<file path="src/rtl/gate_sweep_pkg.sv">
// Shared definitions for the exhaustive gate-pair sweep sequencer.
// State encoding is fixed here so lab tops and debug probes can decode it.
package gate_sweep_pkg;

   localparam logic [1:0] S_IDLE   = 2'd0;
   localparam logic [1:0] S_DRIVE  = 2'd1;
   localparam logic [1:0] S_SAMPLE = 2'd2;
   localparam logic [1:0] S_DONE   = 2'd3;

   // Error counter must hold 2^n_in, one more bit than the vector itself.
   function automatic int unsigned res_width(input int unsigned n_in);
      return n_in + 1;
   endfunction

endpackage

</file>
<file path="src/rtl/sweep_settle_timer.sv">
// Settle-window counter: counts enabled cycles and flags the HOLD-th one,
// then wraps to zero on its own so the next vector starts a fresh window.
module sweep_settle_timer #(
   parameter int unsigned HOLD = 1
) (
   input  logic clk,
   input  logic reset,
   input  logic clear,
   input  logic en,
   output logic expired
);

   localparam int unsigned   CW = (HOLD > 1) ? $clog2(HOLD) : 1;
   localparam logic [CW-1:0] TC = CW'(HOLD - 1);

   logic [CW-1:0] cnt_q;
   logic [CW-1:0] cnt_d;

   assign expired = en && (cnt_q == TC);

   always_comb begin
      cnt_d = cnt_q;
      if (clear || expired) begin
         cnt_d = '0;
      end else if (en) begin
         cnt_d = cnt_q + CW'(1);
      end
   end

   always_ff @(posedge clk) begin
      if (reset) begin
         cnt_q <= '0;
      end else begin
         cnt_q <= cnt_d;
      end
   end

endmodule

</file>
<file path="src/rtl/gate_sweep_ctrl.sv">
// Exhaustive sweep of a gate pair: drives every vector in ascending order,
// lets it settle for HOLD cycles, then compares the two gate outputs.
//
//   state    | meaning
//   ---------+-----------------------------------------------------------
//   S_IDLE   | after reset; waits for start
//   S_DRIVE  | x held stable while the settle timer runs (HOLD cycles)
//   S_SAMPLE | one cycle: compare a_in/b_in, advance x or finish
//   S_DONE   | results stable, x left at all ones; start restarts
module gate_sweep_ctrl
   import gate_sweep_pkg::*;
#(
   parameter int unsigned N_IN = 2,
   parameter int unsigned HOLD = 1
) (
   input  logic                          clk,
   input  logic                          reset,
   input  logic                          start,
   output logic [N_IN-1:0]               x,
   input  logic                          a_in,
   input  logic                          b_in,
   output logic                          busy,
   output logic                          done,
   output logic                          mismatch,
   output logic [res_width(N_IN)-1:0]    err_count,
   output logic [N_IN-1:0]               first_err_vec
);

   localparam int unsigned     EW    = res_width(N_IN);
   localparam logic [N_IN-1:0] X_MAX = '1;

   logic [1:0]      state_q, state_d;
   logic [N_IN-1:0] x_q, x_d;
   logic [EW-1:0]   err_q, err_d;
   logic            mm_q, mm_d;
   logic [N_IN-1:0] fev_q, fev_d;

   logic tmr_clear;
   logic tmr_en;
   logic tmr_expired;

   sweep_settle_timer #(
      .HOLD (HOLD)
   ) u_settle (
      .clk     (clk),
      .reset   (reset),
      .clear   (tmr_clear),
      .en      (tmr_en),
      .expired (tmr_expired)
   );

   always_comb begin
      state_d   = state_q;
      x_d       = x_q;
      err_d     = err_q;
      mm_d      = mm_q;
      fev_d     = fev_q;
      tmr_clear = 1'b0;
      tmr_en    = 1'b0;
      case (state_q)
         S_IDLE, S_DONE: begin
            if (start) begin
               state_d   = S_DRIVE;
               x_d       = '0;
               err_d     = '0;
               mm_d      = 1'b0;
               fev_d     = '0;
               tmr_clear = 1'b1;
            end
         end
         S_DRIVE: begin
            tmr_en = 1'b1;
            if (tmr_expired) begin
               state_d = S_SAMPLE;
            end
         end
         S_SAMPLE: begin
            // Gate outputs are only looked at here, so X/Z elsewhere is harmless.
            if (a_in ^ b_in) begin
               err_d = err_q + EW'(1);
               mm_d  = 1'b1;
               if (!mm_q) begin
                  fev_d = x_q;
               end
            end
            if (x_q == X_MAX) begin
               state_d = S_DONE;
            end else begin
               x_d     = x_q + N_IN'(1);
               state_d = S_DRIVE;
            end
         end
         default: begin
            state_d = S_IDLE;
         end
      endcase
   end

   always_ff @(posedge clk) begin
      if (reset) begin
         state_q <= S_IDLE;
         x_q     <= '0;
         err_q   <= '0;
         mm_q    <= 1'b0;
         fev_q   <= '0;
      end else begin
         state_q <= state_d;
         x_q     <= x_d;
         err_q   <= err_d;
         mm_q    <= mm_d;
         fev_q   <= fev_d;
      end
   end

   assign x             = x_q;
   assign busy          = (state_q == S_DRIVE) || (state_q == S_SAMPLE);
   assign done          = (state_q == S_DONE);
   assign mismatch      = mm_q;
   assign err_count     = err_q;
   assign first_err_vec = fev_q;

endmodule

</file>
<file path="config.mk">
export PLATFORM = sky130hd
export DESIGN_NAME = gate_sweep_ctrl
export DESIGN_NICKNAME = d
export VERILOG_FILES = /design/src/rtl/gate_sweep_pkg.sv /design/src/rtl/sweep_settle_timer.sv /design/src/rtl/gate_sweep_ctrl.sv
export SDC_FILE = /design/constraint.sdc
export NUM_CORES = 1
export LEC_CHECK = 0
export BUFFER_PORTS_ARGS = -buffer_cell sky130_fd_sc_hd__buf_2
export CAP_MARGIN = 20
export CELL_PAD_IN_SITES_DETAIL_PLACEMENT = 1
export CELL_PAD_IN_SITES_GLOBAL_PLACEMENT = 2
export CORE_ASPECT_RATIO = 1.4
export CORE_MARGIN = 4
export CORE_UTILIZATION = 30
export DETAILED_ROUTE_END_ITERATION = 8
export GPL_TIMING_DRIVEN = 0
export PLACE_DENSITY_LB_ADDON = 0.15
export SLEW_MARGIN = 20
export SYNTH_ARGS = -nofsm -noshare
export SYNTH_HDL_FRONTEND = slang
export SYNTH_SLANG_ARGS = --single-unit
</file>
<file path="constraint.sdc">
create_clock -name clk -period 2.15 [get_ports clk]
set_input_delay 0.3225 -clock clk [delete_from_list [all_inputs] [get_ports clk]]
set_output_delay 0.3225 -clock clk [all_outputs]
set_load 0.02 [all_outputs]
</file>
==> results_dict.tcl <==
set metrics [dict create \
    ys_ff_latch 11 \
    crit_path_max_fanout 7 \
    wire_per_inst_um 14.4 \
    place_ws_ns 0.232 \
    clkTransAtPathRegs_ns 0.07 \
    setup_ws_ns 0.279 \
    rsz0062_at_grt "no" \
    track_usage_pct 12.7 \
    worst_pin_slew_ns 0.572 \
    clock-sinks 11 \
    die_h_um 62.8 \
    dpl.hpwl_um 1180 \
    utilization_pct 38.3 \
    finalCriticalPeriod_ns 1.87 \
    crit_arrival_ns 2.02 \
    cp_data_required_time_ns 2.29 \
    grt_max_degree 11 \
    cts_setup_buffers 0 \
    die-area_um2 2960 \
    portBuffers 14 \
    yosysSeqAreaShare_pct 34.2 \
    ios 15 \
    place_inst 104 \
    ys_warn_count 0 \
    synth_nets 80 \
    cts_hold_buf 0 \
    fmax_mhz 535 \
    cts_resized 0 \
    cp-end-kind "flip-flop" \
    viasPerCell 5.26 \
    antenna_found_initial 0 \
    cts_tree "built" \
    clock_skew_ns 0.00282 \
    hold_viol_final 0 \
    relSlewSlack_pct 60.8 \
    drv_slew 0 \
    nets 99 \
    num_rows 19 \
    die_w_um 47.1 \
    start_util_pct 32.2 \
    synthFlopType "dfxtp_1" \
    htree_num_levels 1 \
    synth.avg_cell_area_um2 9.32 \
    hold_path_class "input pin to flip-flop" \
    min_period_over_period_pct 87.0 \
    drv_cap 0 \
    clk_path_buf_depth 2 \
    crit_path_start_kind "flip-flop" \
    overflow 0 \
    vias 568 \
    synthCells 69 \
    clock-root-buffer "clkbuf_4" \
    crit_type "flip-flop to flip-flop" \
    synth_edf_count 0 \
    grt_pass1_wl_um 2770 \
    final_cells 108 \
    synth.distinct_cells 26 \
    power_density_nw_per_um2 587 \
    synthArstFlopShare_pct 0 \
    numCtsBuffers 3 \
    drc 0 \
    fin_setup_tns_ns 0 \
    drive_gt1_share_pct 23.0 \
    leakage_uw 0.000350 \
    insertion_delay_ns 0.26 \
    total_power_uw 450 \
    grt_pass1_vias 634 \
    ant_nets 0 \
    gp_congestion 0.680 \
    synth_area_um2 643 \
    wl_um 1550 \
    setup_violations 0 \
    peakVddDrop_mv 0.233 \
    diodes 0 \
    coreArea_um2 2000 \
    areaGrowthSynthToFinish_pct 19.1 \
    firstDrtPassIters 4 \
    run_status "finished, final reports clean" \
    drtIter0Drc 9 \
]
## layout make-up
cell class,count,area (um2)
tap,21,26.3
fill,251,1230
timing repair buffer,14,70.1
sequential,11,220
clock buffer,4,26.3
multi-input combinational,52,399
inverter,4,15.0
buffer,2,8.76
## worst paths after layout
check | startpoint | endpoint | slack (ns) | depth (start not counted)
worst min-delay path | start | u_settle.cnt_q$_SDFFE_PP0N_ | 0.32 | 2
worst max register to register | state_q[0]$_SDFFE_PP0P_ | mismatch$_SDFFE_PP0P_ | 0.28 | 5
worst max-delay path | state_q[0]$_SDFFE_PP0P_ | mismatch$_SDFFE_PP0P_ | 0.28 | 5
worst min register to register | first_err_vec[0]$_SDFFE_PP0P_ | first_err_vec[0]$_SDFFE_PP0P_ | 0.47 | 2
## worst max-delay path, cell delays in order, from the launching register on
cell	delay (ns)
dfxtp_1	0.38
inv_1	0.08
ha_1	0.37
mux2i_1	0.54
a21oi_1	0.21
mux2i_1	0.16
## placed cells by master, fill, tap and decap left out, drive strengths merged
master and count:
o21ai 5, a211o 1, a32oi 1, or3 1, or3b 1, nor2b 3
nand2b 6, clkbuf 5, xnor2 1, or2 1, and3b 1, nor2 1
mux2i 7, a2111oi 1, nand3b 3, inv 4, a221oi 1, and2 2
buf 15, dfxtp 11, a21oi 5, nand2 1, or4b 1, nand3 2
ha 6, nand4bb 1
## cells by family (layout without fill, tap and decap cells)
| kind of cell | count (synthesis) | in the layout | share of synthesized area (%) |
|---|---|---|---|
| and+or+nand+nor | 24 | 24 | 24.9 |
| AOI/OAI and AO/OA | 14 | 14 | 13.2 |
| DFF | 11 | 11 | 34.2 |
| muxes | 7 | 7 | 10.9 |
| adders and majority gates | 6 | 6 | 11.7 |
| buffers and inverters | 6 | 24 | 3.69 |
| xor gates and xnor gates | 1 | 1 | 1.36 |
## through the flow
step	area, um2	hold WS, ns
2_1_floorplan	643	0.434
3_3_place_gp	739	0.463
3_5_place_dp	739	0.470
4_1_cts	766	0.313
5_1_grt	766	0.318
6_report	766	0.316
## routing by layer
metal | track usage, % | routed length, um | up-vias
li1 | - | - | 283
met1 | 14.1 | 639 | 275
met2 | 21.4 | 848 | 8
met3 | 3.46 | 49 | 2
met4 | 5.19 | 14 | 0
met5 | 0 | 0 | -
## cells in the mapped netlist, drive strengths merged (2+ instances only)
| library cell | count | area share (%) |
|---|---|---|
| a21oi | 5 | 3.9 |
| and2 | 2 | 1.9 |
| dfxtp | 11 | 34 |
| ha | 6 | 12 |
| inv | 4 | 2.3 |
| mux2i | 7 | 11 |
| nand2b | 6 | 5.8 |
| nand3 | 2 | 1.6 |
| nand3b | 3 | 3.5 |
| nor2b | 3 | 2.9 |
| o21ai | 5 | 3.9 |
## sequential cells by signal, indices dropped and copies added, names as in the netlist
signal and count:
err_count 3, first_err_vec 2, mismatch 1, state_q 2
u_settle.cnt_q 1, x 2
## power breakdown
group	internal [uW]	total, uW	switching (uW)
Combinational	39.3	94.5	55.2
Sequential	209	214	5.65
Clock	71.7	141	69.0
No activity file was read; power rests on OpenSTA's default activity.
